## config.mk

```make
export PLATFORM = sky130hd
export DESIGN_NAME = pipe_skid_stage
export DESIGN_NICKNAME = d
export VERILOG_FILES = /design/src/rtl/pipe_pkg.sv /design/src/rtl/pipe_sat_counter.sv /design/src/rtl/pipe_skid_stage.sv
export SDC_FILE = /design/constraint.sdc
export NUM_CORES = 1
export LEC_CHECK = 0
export ABC_AREA = 1
export CAP_MARGIN = 20
export CORE_AREA = 2 2 239 241
export DETAILED_ROUTE_END_ITERATION = 10
export DIE_AREA = 0 0 241 243
export GPL_TIMING_DRIVEN = 0
export PLACE_DENSITY = 0.77
export RECOVER_POWER = 50
export SETUP_SLACK_MARGIN = 0.05
export SKIP_LAST_GASP = 1
export SLEW_MARGIN = 30
export SYNTH_ARGS = -nofsm -noshare
export SYNTH_HDL_FRONTEND = slang
export SYNTH_SLANG_ARGS = --single-unit
```

## constraint.sdc

```tcl
create_clock -name clk -period 18.35 [get_ports clk]
set_input_delay 2.7525 -clock clk [delete_from_list [all_inputs] [get_ports clk]]
set_output_delay 2.7525 -clock clk [all_outputs]
set_load 0.02 [all_outputs]
```

## src/rtl/pipe_pkg.sv

```systemverilog
// Shared types and defaults for the elastic pipeline stage.
// Used by pipe_skid_stage and pipe_sat_counter.
package pipe_pkg;

  typedef enum logic [1:0] {
    PS_EMPTY,
    PS_ONE,
    PS_FULL
  } pipe_state_t;

  localparam int PIPE_CNT_W_DEF = 32;

endpackage

```

## src/rtl/pipe_sat_counter.sv

```systemverilog
// Saturating up-counter: increments on inc, holds at all-ones, cleared only by rst.
module pipe_sat_counter
  import pipe_pkg::*;
#(
  parameter int CNT_W = PIPE_CNT_W_DEF
) (
  input  logic             clk,
  input  logic             rst,
  input  logic             inc,
  output logic [CNT_W-1:0] cnt
);

  localparam logic [CNT_W-1:0] CNT_ONE = CNT_W'(1);

  always_ff @(posedge clk or posedge rst) begin
    if (rst) begin
      cnt <= '0;
    end else if (inc && (cnt != '1)) begin
      cnt <= cnt + CNT_ONE;
    end
  end

endmodule

```

## src/rtl/pipe_skid_stage.sv

```systemverilog
// Elastic pipeline register with a 2-entry skid buffer, registered up_ready and synchronous flush.
// Define PIPE_STAGE_PERF_EN to build the stall/bubble/flush saturating perf counters.
module pipe_skid_stage
  import pipe_pkg::*;
#(
  parameter int                DATA_W   = 256,
  parameter logic [DATA_W-1:0] RST_DATA = '0,
  parameter int                CNT_W    = PIPE_CNT_W_DEF
) (
  input  logic              clk,
  input  logic              rst,
  input  logic              flush,
  input  logic              up_valid,
  output logic              up_ready,
  input  logic [DATA_W-1:0] up_data,
  output logic              down_valid,
  input  logic              down_ready,
  output logic [DATA_W-1:0] down_data,
  output logic              down_flushed,
  output logic [CNT_W-1:0]  stall_cnt,
  output logic [CNT_W-1:0]  bubble_cnt,
  output logic [CNT_W-1:0]  flush_cnt
);

  pipe_state_t       state_q, state_d;
  logic [DATA_W-1:0] main_q, skid_q;
  logic              up_ready_q;
  logic              flushed_q;
  logic              in_xfer, out_xfer;
  logic              load_main_up, load_main_skid, load_skid;

  assign in_xfer      = up_valid & up_ready_q;
  assign out_xfer     = down_valid & down_ready;
  assign up_ready     = up_ready_q;
  assign down_valid   = (state_q != PS_EMPTY);
  assign down_data    = down_valid ? main_q : RST_DATA;
  assign down_flushed = flushed_q;

  // State register; up_ready is precomputed from the next state so it never
  // depends combinationally on down_ready.
  // NOTE: sequential state uses non-blocking assignments so every flop samples pre-edge values.
  always_ff @(posedge clk or posedge rst) begin
    if (rst) begin
      state_q    <= PS_EMPTY;
      up_ready_q <= 1'b1;
    end else begin
      state_q    <= state_d;
      up_ready_q <= (state_d != PS_FULL);
    end
  end

  // NOTE: default assignment first so no path through the case infers a latch.
  always_comb begin
    state_d = state_q;
    unique case (state_q)
      PS_EMPTY: if (in_xfer) state_d = PS_ONE;
      PS_ONE: begin
        if (in_xfer && !out_xfer)      state_d = PS_FULL;
        else if (!in_xfer && out_xfer) state_d = PS_EMPTY;
      end
      PS_FULL: if (out_xfer) state_d = PS_ONE;
      default: state_d = PS_EMPTY;
    endcase
    if (flush) state_d = PS_EMPTY;
  end

  always_comb begin
    load_main_up   = 1'b0;
    load_main_skid = 1'b0;
    load_skid      = 1'b0;
    unique case (state_q)
      PS_EMPTY: load_main_up = in_xfer;
      PS_ONE: begin
        load_main_up = in_xfer & out_xfer;
        load_skid    = in_xfer & ~out_xfer;
      end
      PS_FULL: load_main_skid = out_xfer;
      default: ;
    endcase
  end

  // NOTE: payload registers are reset too, so the skid entry is a known RST_DATA and X never escapes.
  always_ff @(posedge clk or posedge rst) begin
    if (rst) begin
      main_q    <= RST_DATA;
      skid_q    <= RST_DATA;
      flushed_q <= 1'b1;
    end else if (flush) begin
      main_q    <= RST_DATA;
      skid_q    <= RST_DATA;
      flushed_q <= 1'b1;
    end else begin
      if (load_main_up)        main_q <= up_data;
      else if (load_main_skid) main_q <= skid_q;
      if (load_skid)           skid_q <= up_data;
      // The marker drops one cycle after a real item is first visible downstream.
      if (down_valid)          flushed_q <= 1'b0;
    end
  end

`ifdef PIPE_STAGE_PERF_EN
  logic stall_inc, bubble_inc;

  // A flush cycle is charged to flush_cnt only.
  assign stall_inc  = ~flush & down_valid & ~down_ready;
  assign bubble_inc = ~flush & ~down_valid;

  pipe_sat_counter #(.CNT_W(CNT_W)) u_stall_cnt (
    .clk (clk),
    .rst (rst),
    .inc (stall_inc),
    .cnt (stall_cnt)
  );

  pipe_sat_counter #(.CNT_W(CNT_W)) u_bubble_cnt (
    .clk (clk),
    .rst (rst),
    .inc (bubble_inc),
    .cnt (bubble_cnt)
  );

  pipe_sat_counter #(.CNT_W(CNT_W)) u_flush_cnt (
    .clk (clk),
    .rst (rst),
    .inc (flush),
    .cnt (flush_cnt)
  );
`else
  assign stall_cnt  = '0;
  assign bubble_cnt = '0;
  assign flush_cnt  = '0;
`endif

endmodule

```

Word level (Yosys, flattened, before mapping)
Index checks and enable logic that the tools add are counted.
{ "totals": {"regBits": 516, "input_bits": 261, "output_inout_bits": 355, "wordCells": 39} }
{ "op_classes": {"n_eq_ne": 3, "n_mux": 17, "bitwise": 5, "reduce_logical": 9} }
{ "ops": {"columns": ["cell", "count"], "rows": [
  ["$mux W256", 6],
  ["$mux W2", 5],
  ["$pmux W2 S3", 1],
  ["$reduce_bool A2 Y1", 3],
  ["$and A1 B1 Y1", 4],
  ["$mux W1", 4],
  ["$reduce_bool A3 Y1", 1],
  ["$eq A2 B1 Y1 const B", 1],
  ["$eq A2 B2 Y1 const B", 1],
  ["$logic_and A1 B1 Y1", 2],
  ["$logic_not A1 Y1", 2],
  ["$logic_not A2 Y1", 1],
  ["$ne A2 B2 Y1 const B", 1],
  ["$pmux W1 S2", 1],
  ["$not A1 Y1", 1]
]} }

Depth between registers and ports, before layout
Gate-level depths: netlist (run 1).
{ "depth": {"word_depth": 8, "ltp_mapped": 9, "depth_no_buf": 7} }

Worst setup path before layout (run 1)
OpenSTA, ideal clock, no wires.
{ "synth_timing": {"kind": "flip-flop to output port", "startpoint": "register state_q[1]", "endpoint": "output port down_data[205]", "arrival_ns": 1.437, "required_ns": 15.597, "path_slack_ns": 14.160, "path_stages_with_launch": 7, "path_buffers": 2, "cell_sequence": "dfrtp_1 inv_1 nand2_2 clkinv_1 clkbuf_1 clkbuf_1 nor2_1"} }
{ "synth_via": {"elab_chain_cells": 2} }
{ "synth_rtl": {"columns": ["element", "line", "source"], "rows": [
  ["from (decl)", "pipe_skid_stage.sv:25", "pipe_state_t state_q, state_d;"],
  ["from (signal assigned)", "pipe_skid_stage.sv:47", "state_q <= state_d;"],
  ["$reduce_bool A2 Y1", "pipe_skid_stage.sv:35", "assign down_valid = (state_q != PS_EMPTY);"],
  ["via down_valid", "pipe_skid_stage.sv:16", "output logic down_valid,"],
  ["$mux W256", "pipe_skid_stage.sv:36", "assign down_data = down_valid ? main_q : RST_DATA;"],
  ["to (decl)", "pipe_skid_stage.sv:18", "output logic [DATA_W-1:0] down_data,"]
]} }
The timed path passes the listed nets, and every way through them passes these cells.

==> results.md, run 1 <==
- Slew @ Worst Pin: 4.02 ns
- Tot Pwr: 2.77 mW
- Synth cell types: 19
- Layout area overhead: 31.7%
- VDD IR max: 0.0000668 V
- Die Area: 58600 sq um
- Initial Util: 0.476
- Via-to-Cell Ratio: 5.07
- Post-Syn Area: 26600 sq um
- Global-route wire length before repair: 137000 um
- Register area share after synthesis: 0.485
- Share of layout cells above drive strength 1: 0.0788
- Crit Path Max Fanout: 90
- Drt wl/cell: 16.8 um
- Max transition margin: -1.68
- Static leakage: 18.4 nW
- Cts repair resizes: 0
- Core Util, Final: 0.627
- Total negative slack: 0 ns
- Mean Syn Cell Area: 7.13 sq um
- Postcts setup bufs: 0
- CTS clk-pin slew, worst paths: 0.06 ns
- Clk buf depth: 3
- Worst path max stage delay: 2.91 ns
- Sink Count: 516
- Finished Cell Area: 35100 sq um
- GRT overflow: 0
- TritonRoute pass-1 iters: 5
- MaxCap Viol Count: 4
- Core area: 56000 sq um
- Final HPWL DP: 63600 um
- Final Hold Viols: 0
- Hold Buf Count CTS: 0
- WL final: 87800 um
- Final Max Slew Viols: 261
- Min-Delay Path Class: flop to flop
- Vias: 26500
- GP Congestion: 0.904
- Synth warn: 0
- Vias in the first global route: 25100
- Antenna-violating nets left: 0
- Initial antenna violation count: 28
- Die width: 241 um
- Clock buffer count from CTS: 55
- Status: complete, but fails checks
- RSZ-0062 raised after global routing: false
- CTS tree: yes
- Tmin final: 10.21 ns
- Final Cycle Share: 0.556
- Number of DRC markers in iteration 0: 2403
- Root Buffer: clkbuf_16
- Clock skew: 0.0123 ns
- Worst Path Arrival: 10.94 ns
- Syn Inst Count: 3738
- # IOs: 616
- Setup crit end kind: asynchronous set/reset pin
- Largest net degree at the start of global routing: 94
- Setup CP Type: input port to asynchronous set/reset pin
- GRT Overall Usage: 0.296
- Die height: 243 um
- FMAX: 0.0980 GHz
- Startpoint types: input port
- Seq cells post-synth: 516
- Power Density: 79.1 nW/um^2
- Critical Path RT: 19.08 ns
- PortBufs: 519
- Placed cell area: 33300 sq um
- CP Cell Sequence: dlygate4sd3_1, clkinvlp_2, clkbuf_1, clkbuf_1, buf_16, buf_16
- Clk_lat worst skew: 0.60 ns
- Rows: 87
- Final setup violation count: 0
- Failing checks: capacitance limit, slew limit
- Total Nets Final: 4676
- Slowest CP cell: clkbuf_1
- # H-tree levels: 2
- DRC violations left: 0
critical path: cells and delay by family:
kind / cells / cell delay (ns)
buf+inv: 6 / 7.98
Yosys cell counts:
library cell	count	share of area
a21oi_1	1	0.00019
buf_1	8	0.0011
buf_2	150	0.028
buf_4	124	0.035
clkbuf_1	94	0.013
clkinv_1	1	0.00014
conb_1	1	0.00014
dfrtp_1	514	0.48
dfstp_2	2	0.0020
inv_1	263	0.037
inv_2	1	0.00014
nand2_1	1547	0.22
nand2_2	2	0.00047
nand3_1	768	0.14
nand4_1	1	0.00023
nor2_1	257	0.036
nor2_2	2	0.00047
nor2_4	1	0.00042
o21ai_0	1	0.00019
metal layers:
layer	part of all wire	vias to the layer above	track usage
met5	0.00081	-	0
met4	0.046	12	0.141
met3	0.071	229	0.0469
met2	0.48	1049	0.473
met1	0.40	12500	0.392
li1	-	12800	-
report_power, final:
group          leakage (nW)  switching, mW  internal (mW)
Sequential             7.11         0.0237           1.18
Combinational          10.4          0.271          0.156
Clock                 0.926          0.460          0.684
cells in the final DEF (no fill, tap or decap), types with 2 or more instances in the layout:
master,netlist,routed
diode_2,0,21
nand2_1,1547,1547
buf_2,150,135
conb_1,1,96
dfstp_2,2,2
nand2_2,2,2
clkdlybuf4s50_1,0,516
dfrtp_1,514,514
clkbuf_1,94,129
clkbuf_16,0,57
buf_16,0,3
dlygate4sd3_1,0,3
buf_1,8,4
nand3_1,768,768
buf_4,124,117
nor2_1,257,259
bufinv_16,0,5
inv_1,263,263
clkinv_2,0,13
clkbuf_8,0,13
per-stage QoR:
stage               hold slack [ns]  std cells  setup slack, ns
finish                        0.475       5231             8.14
detailed placement            0.459       5114            12.74
global route                  0.516       5228             6.70
CTS                           0.474       5210            12.07
floorplan                     0.476       3833             1.19
global placement              0.450       5108            -5.13
cell type report:
type                            instances  area [sq um]
Antenna cell                           21          52.6
Buffer                                376          2020
Clock buffer                           77          1630
Clock inverter                         19           223
Fill cell                            5027         20900
Inverter                              265           996
Multi-Input combinational cell       2676         11000
Sequential cell                       516         12900
Tap cell                              756           946
Timing Repair Buffer                  525          5290
logic make-up (layout without fill, tap and decap cells):
kind of cell / Yosys count / in the layout / synth area share
and+or+nand+nor: 2578 / 2578 / 0.400
other: 1 / 117 / 0.000141
buffers and inverters: 641 / 1262 / 0.115
AOI/OAI and AO/OA: 2 / 2 / 0.000375
DFF: 516 / 516 / 0.485
final timing paths:
kind | start | end | slack, ns | cells past startpoint
worst max-delay path | rst | skid_q[112]$_DFFE_PP0P_ | 8.14 | 6
worst min-delay path | down_flushed$_DFFE_PP1P_ | down_flushed$_DFFE_PP1P_ | 0.47 | 2
worst max register to register | up_ready$_DFF_PP1_ | skid_q[87]$_DFFE_PP0P_ | 15.22 | 8
worst min register to register | down_flushed$_DFFE_PP1P_ | down_flushed$_DFFE_PP1P_ | 0.47 | 2
max in group clk | state_q[1]$_DFF_PP0_ | down_data[221] | 12.17 | 7
min in group asynchronous | rst | main_q[246]$_DFFE_PP0P_ | 3.32 | 2
registers in the layout, indices dropped and copies added, names as in the netlist:
name and flops:
main_q 256, skid_q 256, down_flushed 1, state_q 2
up_ready 1
(Power assumes the default switching activity.)
==> run 2: changes to the inputs <==
Clock period 18.35 ns to 9.95 ns, I/O delays scaled along.
==> results.md, run 2 (same netlist as run 1, synthesis figures left out) <==
- Global-route wire length before repair: 137000 um
- Initial Util: 0.476
- Setup CP Type: input port to asynchronous set/reset pin
- Drt wl/cell: 16.6 um
- Status: complete, but fails checks
- GRT Overall Usage: 0.294
- Core area: 56000 sq um
- Tmin final: 6.31 ns
- Die width: 241 um
- PortBufs: 519
- Root Buffer: clkbuf_16
- Final Max Slew Viols: 150
- WL final: 87200 um
- GP Congestion: 0.902
- Most common cell after layout, fill and taps aside: nand2_1
- Setup crit end kind: asynchronous set/reset pin
- Tot Pwr: 5.13 mW
- Min-Delay Path Class: flop to flop
- Critical Path Start: rst
- Combinational power share: 0.154
- CTS tree: yes
- # IOs: 616
- Filler cell count: 5069
- Final Cycle Share: 0.634
- Clock share of power: 0.414
- Beginning of the worst register-to-register path: up_ready$_DFF_PP1_
- Pint: 3.73 mW
- Failing checks: capacitance limit, slew limit
- # H-tree levels: 2
- Worst Path Arrival: 7.12 ns
- Startpoint types: input port
- VDD IR max: 0.000132 V
- Postcts setup bufs: 0
- MaxCap Viol Count: 6
- Commonest non-fill, non-tap cells in the layout: nand2_1 (1547), nand3_1 (768), clkdlybuf4s50_1 (516)
- Initial antenna violation count: 34
- FMAX: 0.158 GHz
- Die height: 243 um
- Crit Path Max Fanout: 30
- Largest regs: main_q: 256 flops, skid_q: 256 flops, state_q: 2 flops
- Total Nets Final: 4691
- Clock skew: 0.0295 ns
- Core Util, Final: 0.630
- CTS clk-pin slew, worst paths: 0.06 ns
- Largest net degree at the start of global routing: 31
- Rows: 87
- Number of DRC markers in iteration 0: 2109
- Hold Path Origin: down_flushed$_DFFE_PP1P_
- GRT overflow: 0
- Layout area overhead: 32.4%
- Static leakage: 18.5 nW
- Max transition margin: -0.110
- DRC violations left: 0
- Clk buf depth: 3
- Via-to-Cell Ratio: 5.05
- Final Hold Viols: 0
- Vias in the first global route: 25100
- RSZ-0062 raised after global routing: false
- Clk_lat worst skew: 0.61 ns
- Share of layout cells above drive strength 1: 0.0811
- Slew @ Worst Pin: 1.66 ns
- Antenna-violating nets left: 0
- Sink Count: 516
- Sw Share: 0.273
- Clock buffer count from CTS: 56
- Final HPWL DP: 64400 um
- Cts repair resizes: 0
- Power Density: 145 nW/um^2
- Reg power frac: 0.432
- TritonRoute pass-1 iters: 5
- Critical Path RT: 10.76 ns
- Final setup violation count: 0
- Psw: 1.40 mW
- Vias: 26600
- Hold Buf Count CTS: 0
- Die Area: 58600 sq um
## run 2: cell types whose count changed in the layout (fill, tap and decap cells not counted), sizes merged
cell / previous run / this run
buf: 259 / 276
bufinv: 5 / 3
clkbuf: 200 / 213
clkinv: 14 / 7
clkinvlp: 2 / 3
diode: 21 / 25
## run 2: per-layer routing
| layer | part of all wire | global-route usage | wire length [um] |
|---|---|---|---|
| met3 | 0.072 | 0.0540 | 6290 |
| met1 | 0.40 | 0.381 | 35100 |
| met5 | 0.0014 | 0 | 120 |
| met4 | 0.041 | 0.136 | 3570 |
| met2 | 0.48 | 0.477 | 42100 |
## run 2: path summary, 6_finish.rpt
| kind | to | slack [ns] | cells after the start |
|---|---|---|---|
| max | skid_q[16]$_DFFE_PP0P_ | 3.64 | 9 |
| min | down_flushed$_DFFE_PP1P_ | 0.47 | 2 |
| max reg2reg | skid_q[223]$_DFFE_PP0P_ | 7.16 | 8 |
| min reg2reg | down_flushed$_DFFE_PP1P_ | 0.47 | 2 |
| max in group clk | down_data[221] | 5.00 | 7 |
| min in group asynchronous | main_q[119]$_DFFE_PP0P_ | 1.83 | 3 |
## run 2: per-stage QoR
stage / TNS (ns) / worst slack, ns / area, sq um / hold slack (ns) / cells
CTS: 0 / 4.94 / 35400 / 0.471 / 5232
global route: 0 / 2.61 / 35300 / 0.515 / 5253
floorplan: 0 / 1.45 / 27000 / 0.476 / 3833
detailed placement: 0 / 5.60 / 33600 / 0.457 / 5128
finish: 0 / 3.64 / 35300 / 0.473 / 5257
global placement: -1000.79 / -2.02 / 33100 / 0.452 / 5108
## run 2: power by group through the flow
stage / Combinational, mW / Sequential (mW) / Clock [mW]
after CTS: 0.799 / 2.22 / 2.15
final: 0.789 / 2.22 / 2.12
after global routing: 0.870 / 2.23 / 2.24
after floorplan: 0.463 / 2.25 / 0
after detailed placement: 0.794 / 2.25 / 0
after global placement: 0.767 / 2.26 / 0
## run 2: worst max-delay path: stages
cell           delay, ns
dlygate4sd3_1       0.55
clkinvlp_2          0.09
clkbuf_1            0.95
clkbuf_1            1.18
clkbuf_1            1.14
clkbuf_1            0.95
buf_12              0.28
buf_12              0.21
buf_12              0.21
## run 2: layout make-up
type | instances | area, sq um | share of cell area
well taps | 756 | 946 | 0.0268
multi-input cells | 2676 | 11000 | 0.312
flip-flops and latches | 516 | 12900 | 0.366
inverters | 265 | 996 | 0.0282
clock inverters | 11 | 146 | 0.00415
clock buffers | 93 | 1740 | 0.0494
diodes | 25 | 62.6 | 0.00177
repair buffers | 539 | 5400 | 0.153
plain buffers | 376 | 2050 | 0.0581
==> run 3: changes to the inputs <==
Clock period 9.95 ns to 6.04 ns, I/O delays scaled along.
==> results.md, run 3 (same netlist as run 1, synthesis figures left out) <==
- GRT Overall Usage: 0.294
- Die Area: 58600 sq um
- Core area: 56000 sq um
- Clk buf depth: 3
- Final Cycle Share: 0.718
- Static leakage: 18.6 nW
- Slew @ Worst Pin: 1.67 ns
- Clk_lat worst skew: 0.61 ns
- Power Density: 239 nW/um^2
- Total negative slack: 0 ns
- Routing usage on met1: 0.381
- Critical Path RT: 5.13 ns
- Tmin final: 4.34 ns
- Setup crit end kind: output pin
- Max transition margin: -0.113
- Hold Buf Count CTS: 0
- Crit path max-delay family: buffers and inverters
- PortBufs: 519
- GR peak layer: met2
- Combinational power share: 0.154
- Pint: 6.15 mW
- Antenna-violating nets left: 0
- Sw Share: 0.273
- GRT met3 Usage: 0.0540
- Worst path max stage delay: 0.67 ns
- CP Cell Sequence: inv_1, nand2_2, clkinv_1, clkbuf_1, clkbuf_1, nor2_1, clkdlybuf4s50_1
- FMAX: 0.231 GHz
- Final HPWL DP: 64400 um
- Crit Path Max Fanout: 10
- Largest regs: main_q: 256 flops, skid_q: 256 flops, state_q: 2 flops
- Filler cell count: 5057
- Vias: 26500
- CTS clk-pin slew, worst paths: 0.06 ns
- Root Buffer: clkbuf_16
- Final Max Slew Viols: 148
- RSZ-0062 raised after global routing: false
- Multi-input gate area: 11000 sq um
- Layout area overhead: 32.7%
- Share of layout cells above drive strength 1: 0.0822
- Reg power frac: 0.432
- Failing checks: capacitance limit, slew limit
- Psw: 2.31 mW
- Clock buffer count from CTS: 56
- Startpoint types: flop
- # IOs: 616
- TritonRoute pass-1 iters: 6
- Die width: 241 um
- Number of DRC markers in iteration 0: 2190
- GRT overflow: 0
- Slowest CP cell: clkbuf_1
- CTS tree: yes
- Commonest non-fill, non-tap cells in the layout: nand2_1 (1547), nand3_1 (768), clkdlybuf4s50_1 (516)
- VDD IR max: 0.000216 V
- Via-to-Cell Ratio: 5.05
- # H-tree levels: 2
- Setup CP Type: flop to output pin
- Die height: 243 um
- Vias in the first global route: 25100
- Clock skew: 0.0290 ns
- MaxCap Viol Count: 5
- Initial antenna violation count: 34
- Worst Path Arrival: 3.43 ns
- Most common cell after layout, fill and taps aside: nand2_1
- GP Congestion: 0.902
- Crit-path most repeated cell: clkbuf_1
- Rows: 87
- Total Nets Final: 4691
- Final setup violation count: 0
- Worst-case hold slack: 0.473 ns
- DRC violations left: 0
- WL final: 87300 um
- Grt met2 use: 0.477
- Sink Count: 516
- Core Util, Final: 0.632
- Status: complete, but fails checks
- Placed cell area: 33600 sq um
- Finished Cell Area: 35400 sq um
- Cts repair resizes: 0
- Final Hold Viols: 0
- Postcts setup bufs: 0
- Register area: 12900 sq um
- Clock share of power: 0.414
- Global-route wire length before repair: 137000 um
- Min-Delay Path Class: flop to flop
- Initial Util: 0.476
- Largest net degree at the start of global routing: 31
- Buf/Inv on CP: 5
- Drt wl/cell: 16.6 um
==> run 3: cell count changes in the layout (fill, tap and decap cells not counted), sizes merged <==
cell    delta
diode      -1
clkbuf     -5
buf        +5
==> run 3: layer usage <==
layer	wire length (um)	up-vias	share of wire
li1	-	12800	-
met1	35300	12500	0.40
met2	42200	984	0.48
met3	6140	198	0.070
met4	3510	16	0.040
met5	120	-	0.0014
==> run 3: cell type report <==
cell class | instances | area share
Antenna cell | 24 | 0.00170
Buffer | 376 | 0.0580
Clock buffer | 93 | 0.0493
Clock inverter | 11 | 0.00414
Inverter | 265 | 0.0282
Multi-Input combinational cell | 2676 | 0.312
Sequential cell | 516 | 0.365
Tap cell | 756 | 0.0267
Timing Repair Buffer | 539 | 0.155
==> run 3: final timing paths <==
kind	startpoint	to	slack [ns]	cells past startpoint
max in group asynchronous	rst	skid_q[78]$_DFFE_PP0P_	1.73	5
min in group asynchronous	rst	main_q[119]$_DFFE_PP0P_	1.25	3
hold reg to reg	down_flushed$_DFFE_PP1P_	down_flushed$_DFFE_PP1P_	0.47	2
setup reg to reg	up_ready$_DFF_PP1_	skid_q[223]$_DFFE_PP0P_	3.25	8
hold / removal	down_flushed$_DFFE_PP1P_	down_flushed$_DFFE_PP1P_	0.47	2
setup / recovery	state_q[1]$_DFF_PP0_	down_data[218]	1.70	7
==> run 3: tightest hold or removal path, cell delays in order (launching register included) <==
cell and delay, ns:
dfstp_2 0.37, nand2_1 0.05, nand2_1 0.05
==> run 3: stage by stage <==
step                      instances  setup slack, ns  total power [mW]
after floorplan                3833            -1.87              4.46
after CTS                      5232             1.62              8.52
after global routing           5253            0.991              8.80
after global placement         5108            -5.35              4.98
final                          5256             1.70              8.46
after detailed placement       5128             2.28              5.02
==> run 3: power groups by stage <==
stage / registers [mW] / clock network, mW / logic [mW]
2_1_floorplan: 3.70 / 0 / 0.763
4_1_cts: 3.65 / 3.55 / 1.32
6_report: 3.65 / 3.50 / 1.31
5_1_grt: 3.67 / 3.69 / 1.44
3_3_place_gp: 3.72 / 0 / 1.26
3_5_place_dp: 3.71 / 0 / 1.31
